==> src/rtl/regbank_wb_arbiter.sv <==
// Round-robin write-back arbiter and load-strobe sequencer for the register bank write port.
// Optional counters wr_count/drop_count are enabled with `define REGBANK_WB_STATS_EN.
module regbank_wb_arbiter #(
    parameter int NREQ = 3,
    parameter int DW   = 32,
    parameter int AW   = 4
) (
    input  logic                 clock,
    input  logic                 rst,
    input  logic [NREQ-1:0]      req,
    input  logic [NREQ*AW-1:0]   req_addr,
    input  logic [NREQ*DW-1:0]   req_data,
    output logic [NREQ-1:0]      ack,
    output logic                 load,
    output logic [AW-1:0]        des1,
    output logic [DW-1:0]        w1,
    output logic                 busy,
    output logic [2:0]           grant_id
`ifdef REGBANK_WB_STATS_EN
    ,
    output logic [15:0]          wr_count,
    output logic [15:0]          drop_count
`endif
);

    typedef enum logic [1:0] {IDLE, SETUP, STROBE, RELEASE} state_t;

    state_t          state, nxt_state;
    logic [2:0]      ptr;
    logic [2:0]      gid_inc;
    logic [2:0]      start;
    logic [7:0]      mreq;
    logic [2:0]      idx;
    logic [2:0]      win;
    logic            found;
    logic [AW-1:0]   win_addr;
    logic [DW-1:0]   win_data;
    logic [AW-1:0]   nxt_des1;
    logic [DW-1:0]   nxt_w1;
    logic [2:0]      nxt_gid;

    assign gid_inc = (grant_id == 3'(NREQ-1)) ? 3'd0 : grant_id + 3'd1;

    // In RELEASE the just-acked requester is masked and search starts after it.
    always_comb begin
        start = (state == RELEASE) ? gid_inc : ptr;
        mreq  = 8'(req);
        if (state == RELEASE)
            mreq[grant_id] = 1'b0;
        found = 1'b0;
        win   = 3'd0;
        idx   = 3'd0;
        for (int k = 0; k < NREQ; k++) begin
            idx = 3'((int'(start) + k) % NREQ);
            if (!found && mreq[idx]) begin
                found = 1'b1;
                win   = idx;
            end
        end
    end

    always_comb begin
        win_addr = '0;
        win_data = '0;
        for (int i = 0; i < NREQ; i++) begin
            if (3'(i) == win) begin
                win_addr = req_addr[i*AW +: AW];
                win_data = req_data[i*DW +: DW];
            end
        end
    end

    always_comb begin
        nxt_state = state;
        nxt_des1  = des1;
        nxt_w1    = w1;
        nxt_gid   = grant_id;
        case (state)
            IDLE: begin
                if (found) begin
                    nxt_state = SETUP;
                    nxt_des1  = win_addr;
                    nxt_w1    = win_data;
                    nxt_gid   = win;
                end
            end
            SETUP:   nxt_state = (des1 == '0) ? RELEASE : STROBE;
            STROBE:  nxt_state = RELEASE;
            RELEASE: begin
                if (found) begin
                    nxt_state = SETUP;
                    nxt_des1  = win_addr;
                    nxt_w1    = win_data;
                    nxt_gid   = win;
                end else begin
                    nxt_state = IDLE;
                end
            end
            default: nxt_state = IDLE;
        endcase
    end

    // Outputs are decoded from the next state so they line up with the state register.
    always_ff @(posedge clock) begin
        if (rst) begin
            state    <= IDLE;
            ptr      <= 3'd0;
            des1     <= '0;
            w1       <= '0;
            grant_id <= 3'd0;
            load     <= 1'b0;
            busy     <= 1'b0;
            ack      <= '0;
        end else begin
            state    <= nxt_state;
            des1     <= nxt_des1;
            w1       <= nxt_w1;
            grant_id <= nxt_gid;
            load     <= (nxt_state == STROBE);
            busy     <= (nxt_state != IDLE);
            ack      <= (nxt_state == RELEASE) ? (NREQ'(1) << grant_id) : '0;
            if (state == RELEASE)
                ptr <= gid_inc;
        end
    end

`ifdef REGBANK_WB_STATS_EN
    always_ff @(posedge clock) begin
        if (rst) begin
            wr_count   <= 16'd0;
            drop_count <= 16'd0;
        end else begin
            if (state == STROBE)
                wr_count <= wr_count + 16'd1;
            if (state == RELEASE && des1 == '0)
                drop_count <= drop_count + 16'd1;
        end
    end
`endif

endmodule

==> config.mk <==
export PLATFORM = sky130hd
export DESIGN_NAME = regbank_wb_arbiter
export DESIGN_NICKNAME = d
export VERILOG_FILES = /design/src/rtl/regbank_wb_arbiter.sv
export SDC_FILE = /design/constraint.sdc
export NUM_CORES = 1
export LEC_CHECK = 0
export BUFFER_PORTS_ARGS = -buffer_cell sky130_fd_sc_hd__buf_2
export CAP_MARGIN = 20
export CORE_ASPECT_RATIO = 1.1
export CORE_MARGIN = 2
export CORE_UTILIZATION = 43
export DETAILED_ROUTE_END_ITERATION = 8
export PLACE_DENSITY = 0.79
export SKIP_LAST_GASP = 1
export SLEW_MARGIN = 20
export SYNTH_ARGS = -nofsm -noshare
export SYNTH_HDL_FRONTEND = slang
export SYNTH_SLANG_ARGS = --single-unit
==> constraint.sdc <==
create_clock -name clock -period 6.75 [get_ports clock]
set_clock_uncertainty 0.15 [all_clocks]
set_input_delay 1.35 -clock clock [delete_from_list [all_inputs] [get_ports clock]]
set_output_delay 1.35 -clock clock [all_outputs]
set_load 0.01 [all_outputs]
Yosys cells after proc, flatten, opt, wreduce, memory -nomap -nowiden
Cells that the tools add are included.
{"block": "word_totals", "reg_bits": 49, "latch_bits": 0, "mem_bits_rw": 0, "rom_bits": 0, "input_bits": 113, "out_inout_bits": 44, "elab_cells": 70, "mem_count": 0}
{"block": "op_classes", "add_sub_neg": 3, "multipliers": 0, "n_div": 3, "magnitude_cmp": 5, "n_eq_ne": 8, "shift": 1, "n_mux": 27, "n_bitwise": 3, "reduce_logical": 12}
{"operator": "two-way mux 32 bit", "count": 3}
{"operator": "modulo 32 x 3 -> 32 bit (second input constant)", "count": 2}
{"operator": "modulo 4 x 3 -> 32 bit (second input constant)", "count": 1}
{"operator": "< comparator 3 x 4 -> 1 bit (second input constant)", "count": 4}
{"operator": "two-way mux 3 bit", "count": 5}
{"operator": "two-way mux 4 bit", "count": 3}
{"operator": "binary-select mux 1 bit (select 3 bit)", "count": 3}
{"operator": "two-way mux 1 bit", "count": 9}
{"operator": "AND 3 x 8 -> 8 bit", "count": 1}
{"operator": "equality test 2 bit (second input constant)", "count": 4}
{"operator": "two-way mux 8 bit", "count": 1}
{"operator": "NOT 8 bit", "count": 1}
{"operator": "one-hot mux 2 bit (4 select lines)", "count": 1}
{"operator": "adder 3 x 1 -> 4 bit (second input constant)", "count": 1}
{"operator": "adder 3 x 2 -> 4 bit (second input constant)", "count": 1}
{"operator": "zero test 4 bit", "count": 1}
{"operator": "OR reduction 2 bit", "count": 2}
{"operator": "adder 3 x 1 -> 3 bit (second input constant)", "count": 1}
{"operator": "demux 1 bit (select 3 bit)", "count": 1}
{"operator": "equality test 1 x 3 -> 1 bit (first input constant)", "count": 1}
{"operator": "equality test 2 x 3 -> 1 bit (first input constant)", "count": 1}
{"operator": "equality test 3 x 2 -> 1 bit (second input constant)", "count": 1}
{"operator": "greater-or-equal comparator 3 x 1 -> 1 bit (second input constant)", "count": 1}
{"operator": "logical AND 1 bit", "count": 3}
{"operator": "other kinds (9)", "count": 10}

Longest topological paths before layout
{"block": "depth", "word_depth": 21, "mapped_depth": 23, "depth_no_buf": 20}

Worst setup path after synthesis
Ideal clock, no wire load.
{"block": "synth_path", "path_type": "register -> register", "startpoint": "register state[0]", "endpoint": "register w1[10]", "setup_time_ns": 0.093, "t_arrival_ns": 4.712, "t_required_ns": 6.507, "slack_ns": 1.795, "path_stages_with_launch": 21, "n_path_buf": 2, "period_less_slack_ns": 4.955, "cell_sequence": "dfxtp_1 > ha_1 > nor2_1 > a31oi_2 > ha_1 > nand2_1 > nor3_2 > nor2_1 > ha_1 > a2111oi_4 > xnor2_2 > inv_1 > ha_1 > or3_1 > a211oi_1 > a311oi_1 > o31ai_1 > buf_4 > buf_2 > o2111ai_1 > o311ai_2"}
{"block": "synth_between", "elab_chain_len": 16, "word_cells_on_any_way": 33, "classes_between": "2 x add/sub; 3 x div; 3 x eq/ne; 17 x mux; 8 x reduce/logical"}
{"item": "start: declaration", "line_no": "28", "source": "state_t state, nxt_state;"}
{"item": "start signal: assignment", "line_no": "115", "source": "state <= nxt_state;"}
{"item": "equality test 2 bit *", "line_no": "46", "source": "start = (state == RELEASE) ? gid_inc : ptr;"}
{"item": "two-way mux 3 bit *"}
{"item": "net start[1]", "line_no": "31", "source": "logic [2:0] start;"}
{"item": "parallel branches: the longest is 14 deep, another holds modulo 32 x 3 -> 32 bit"}
{"item": "end signal: assignment", "line_no": "117", "source": "w1 <= nxt_w1;"}
{"item": "end: declaration", "line_no": "16", "source": "output logic [DW-1:0] w1,"}
Mark *: on every way through the listed nets, which the timed path passes. The select of a mux whose other input is x is not followed.
A chain may end at the register's enable or synchronous reset.

Worst setup path in the final report
{"block": "layout_path", "startpoint": "register state[0]", "endpoint": "register w1[29]"}
{"block": "layout_between", "elab_chain_len": 16, "word_cells_on_any_way": 33, "classes_between": "2 x add/sub; 3 x div; 3 x eq/ne; 17 x mux; 8 x reduce/logical"}
{"item": "parallel branches: the longest is 16 deep, another holds modulo 32 x 3 -> 32 bit"}
Parallel ways; which one is timed is not known. The select of a mux whose other input is x is not followed.

==> flow_metrics.tcl <==
set metrics [dict create \
    outcome "complete, no violations" \
    drv_cap 0 \
    relSlewSlack 0.293 \
    fin_nets 662 \
    power.leakage_nw 2.03 \
    power_density_nw_per_um2 673 \
    chipWidth_um 97.6 \
    critPathBufInv 3 \
    ys_types 69 \
    cts_tree "built" \
    drc 0 \
    whs_endpoint "w1[1]" \
    dieHeight_um 107 \
    detailed_place_hpwl_um 8580 \
    drt_first_pass_iters 5 \
    async_reset_ff_frac 0 \
    cp.arrival_ps 6130 \
    ys_seq_area_frac 0.237 \
    rows 37 \
    preCtsSetupSlack_ps 675 \
    syn-cell-area_um2 4140 \
    gp_congestion 0.816 \
    synth_edf_count 0 \
    peakVddDrop_mv 0.570 \
    start_util 0.443 \
    yosys-mux-area-fraction 0.0943 \
    cp-start-kind "register" \
    combPwrFrac 0.798 \
    synth_compound_area_frac 0.306 \
    antenna_found_initial 0 \
    p_sw_frac 0.524 \
    grt_max_degree 77 \
    post-cts-setup-buffers 0 \
    setup_viol 0 \
    postCtsHoldBufs 0 \
    synthFlopType "dfxtp_1" \
    synthXorXnorAreaFrac 0.0181 \
    crit_type "register to register" \
    clkSlewWorstSetupHoldPaths_ps 90 \
    synth_adder_area_share 0.0604 \
    worstSkewPairLatency_ps 290 \
    crit_slowest_cell "nand2_2" \
    rsz0062_at_grt "false" \
    holdPathStages 2 \
    die-area_um2 10400 \
    fin_tns_setup_ps 0 \
    synthSimpleGateAreaFrac 0.179 \
    synth_top_family_by_area "compound AO/OA/AOI/OAI gates" \
    hold_viol_final 0 \
    fin_ws_ps 659 \
    vias 3832 \
    power.net_switching_w 0.00172 \
    routed_via_density 5.92 \
    syn_inst 401 \
    synth_nets 534 \
    r2r-start "state[0]" \
    wl_per_cell_um 17.6 \
    ys_ff_latch 49 \
    port_buffers 156 \
    crit_path_frequent_cell "ha_1" \
    cts_resized 0 \
    dpl_cell_area_um2 4770 \
    hold_ws_ps 367 \
    postRouteAntennaNets 0 \
    avgSynthCellArea_um2 10.3 \
    clkSinkCount 49 \
    hp-start "w1[1]" \
    pin_count 157 \
    fmax_mhz 164 \
    worstRegToRegCells 20 \
    hold_path_class "register to register" \
    wl_um 11400 \
    final_cell_area_um2 4880 \
    rr_endpoint "w1[29]" \
    cp_top_family "simple AND/OR/NAND/NOR gates" \
    tightest_slew_ps 1060 \
    cts-htree-levels 2 \
    worst-r2r-setup-slack_ps 660 \
    first_iter_violations 262 \
    grt.overflow.total 0 \
    num_antenna_cells 0 \
    syn2layout_area_growth_pct 18.0 \
    max_stage_delay_ps 560 \
    crit_chain "ha_1 > nand2b_1 > a2bb2oi_1 > buf_4 > inv_1 > ha_1 > nand2_1 > nor3_2 > nor2_1 > ha_1 > a2111oi_4 > xnor2_2 > inv_1 > ha_1 > or3_1 > nor3_4 > nor3_2 > a21oi_4 > nand2_2 > o311ai_2" \
    power.internal_w 0.00156 \
    worst-endpoint-required_ps 6790 \
    fin_crit_sh 0.902 \
    coreArea_um2 9350 \
    yosys_warnings 0 \
    drive_above_1_share 0.430 \
    track_usage 0.209 \
    first_global_vias 3789 \
    seq_power_share 0.135 \
    grt_pass1_wl_um 18100 \
    cts_buffer_depth 2 \
    crit_fanout 35 \
    layout_min_cycle_time_ps 6090 \
    clockPowerShare 0.066 \
    clock-root-buffer "clkbuf_8" \
    crit_path_end_kind "register" \
    final_max_slew_viol_count 0 \
    fill_cells 880 \
    cts_inserted_buffers 5 \
]
-- through the flow --
| step | cells | total power (W) | util |
|---|---|---|---|
| 6_report | 647 | 0.00329 | 0.522 |
| 5_1_grt | 647 | 0.00350 | 0.522 |
| 4_1_cts | 647 | 0.00328 | 0.522 |
| 3_5_place_dp | 639 | 0.00306 | 0.510 |
| 3_3_place_gp | 639 | 0.00299 | 0.510 |
| 2_1_floorplan | 401 | 0.00283 | - |
-- final cells by class --
cell class | count | area (um^2) | share of cell area
inverter | 15 | 57.6 | 0.0118
tap | 117 | 146 | 0.0300
clock buffer | 7 | 86.3 | 0.0177
timing repair buffer | 162 | 838 | 0.172
multi-input combinational | 296 | 2750 | 0.562
clock inverter | 1 | 30.0 | 0.00615
sequential | 49 | 981 | 0.201
-- registers in the layout, summed over array words and instances (netlist names) --
| register | cells |
|---|---|
| ack | 3 |
| busy | 1 |
| des1 | 4 |
| grant_id | 3 |
| load | 1 |
| ptr | 3 |
| state | 2 |
| w1 | 32 |
-- cell usage after synthesis (3+ instances only) --
cell type      number  area [um^2]
nor2_1             20         75.1
o21ai_0             6         30.0
xnor2_2             3         48.8
and3_1              4         25.0
buf_2              10         50.1
buf_12              3         60.1
or3_1               4         25.0
nor4_1              4         25.0
nand2b_1            4         25.0
inv_1              12         45.0
nand2_1            12         45.0
clkbuf_1            4         15.0
dfxtp_1            49          981
dlygate4sd3_1       7         70.1
buf_6              12          135
mux2i_1            39          390
o311ai_2           30          488
o311ai_1            5         43.8
and2_1              3         18.8
o2111ai_1          35          307
ha_1               20          250
inv_2               3         11.3
buf_4               3         22.5
a21oi_1             7         35.0
nand3b_1           38          285
xnor2_1             3         26.3
a211oi_1            3         22.5
-- worst reg2reg max path, stage by stage, from the launching register on --
cell and delay, ps:
dfxtp_1 370, ha_1 370, nand2b_1 100, a2bb2oi_1 150
buf_4 190, inv_1 380, ha_1 440, nand2_1 110
nor3_2 270, nor2_1 140, ha_1 300, a2111oi_4 340
xnor2_2 190, inv_1 70, ha_1 320, or3_1 460
nor3_4 250, nor3_2 130, a21oi_4 170, nand2_2 560
o311ai_2 520
-- cells by family (layout without fill, tap and decap cells) --
| logic type | count (synthesis) | count (layout) |
|---|---|---|
| flip-flops | 49 | 49 |
| multiplexers | 39 | 39 |
| AO/OA/AOI/OAI | 119 | 119 |
| adder cells (fa/ha/maj) | 20 | 20 |
| XOR/XNOR | 6 | 6 |
| AND/OR/NAND/NOR | 112 | 112 |
| buffers and inverters | 56 | 185 |
-- routing by layer --
metal,GRT usage,up-vias,part of all wire
met4,0.0585,0,0.015
met1,0.254,1827,0.40
met5,0,-,0
met3,0.0300,15,0.058
met2,0.382,149,0.53
li1,-,1841,-
-- how the worst max path moves through the flow --
stage / start / end / slack [ps] / cells past startpoint
finish: state[0] / w1[29] / 660 / 20
global route: state[1] / w1[9] / 190 / 22
CTS: state[0] / w1[4] / 640 / 20
detailed placement: state[0] / w1[4] / 680 / 20
global placement: state[0] / w1[2] / 970 / 20
floorplan: state[0] / w1[10] / 1790 / 20
-- power by group through the flow --
stage	Sequential, W	Clock [W]	Combinational (W)
5_1_grt	0.000453	0.000234	0.00282
6_report	0.000445	0.000218	0.00263
4_1_cts	0.000444	0.000224	0.00262
3_3_place_gp	0.000447	0	0.00254
2_1_floorplan	0.000471	0	0.00236
3_5_place_dp	0.000451	0	0.00261
-- cells in the final DEF (no fill, tap or decap), types with 3 or more instances in the layout --
| master | instances |
|---|---|
| o21ai_0 | 6 |
| nand3b_1 | 38 |
| dfxtp_1 | 49 |
| xnor2_1 | 3 |
| a211oi_1 | 3 |
| xnor2_2 | 3 |
| or3_1 | 4 |
| nor4_1 | 4 |
| o311ai_2 | 30 |
| o2111ai_1 | 35 |
| buf_4 | 5 |
| clkbuf_8 | 6 |
| o311ai_1 | 5 |
| inv_1 | 12 |
| and2_1 | 3 |
| nand2b_1 | 4 |
| nand2_1 | 11 |
| buf_2 | 156 |
| nor2_1 | 20 |
| a21oi_1 | 7 |
| mux2i_1 | 39 |
| ha_1 | 20 |
| and3_1 | 4 |
(Power assumes the default switching activity.)
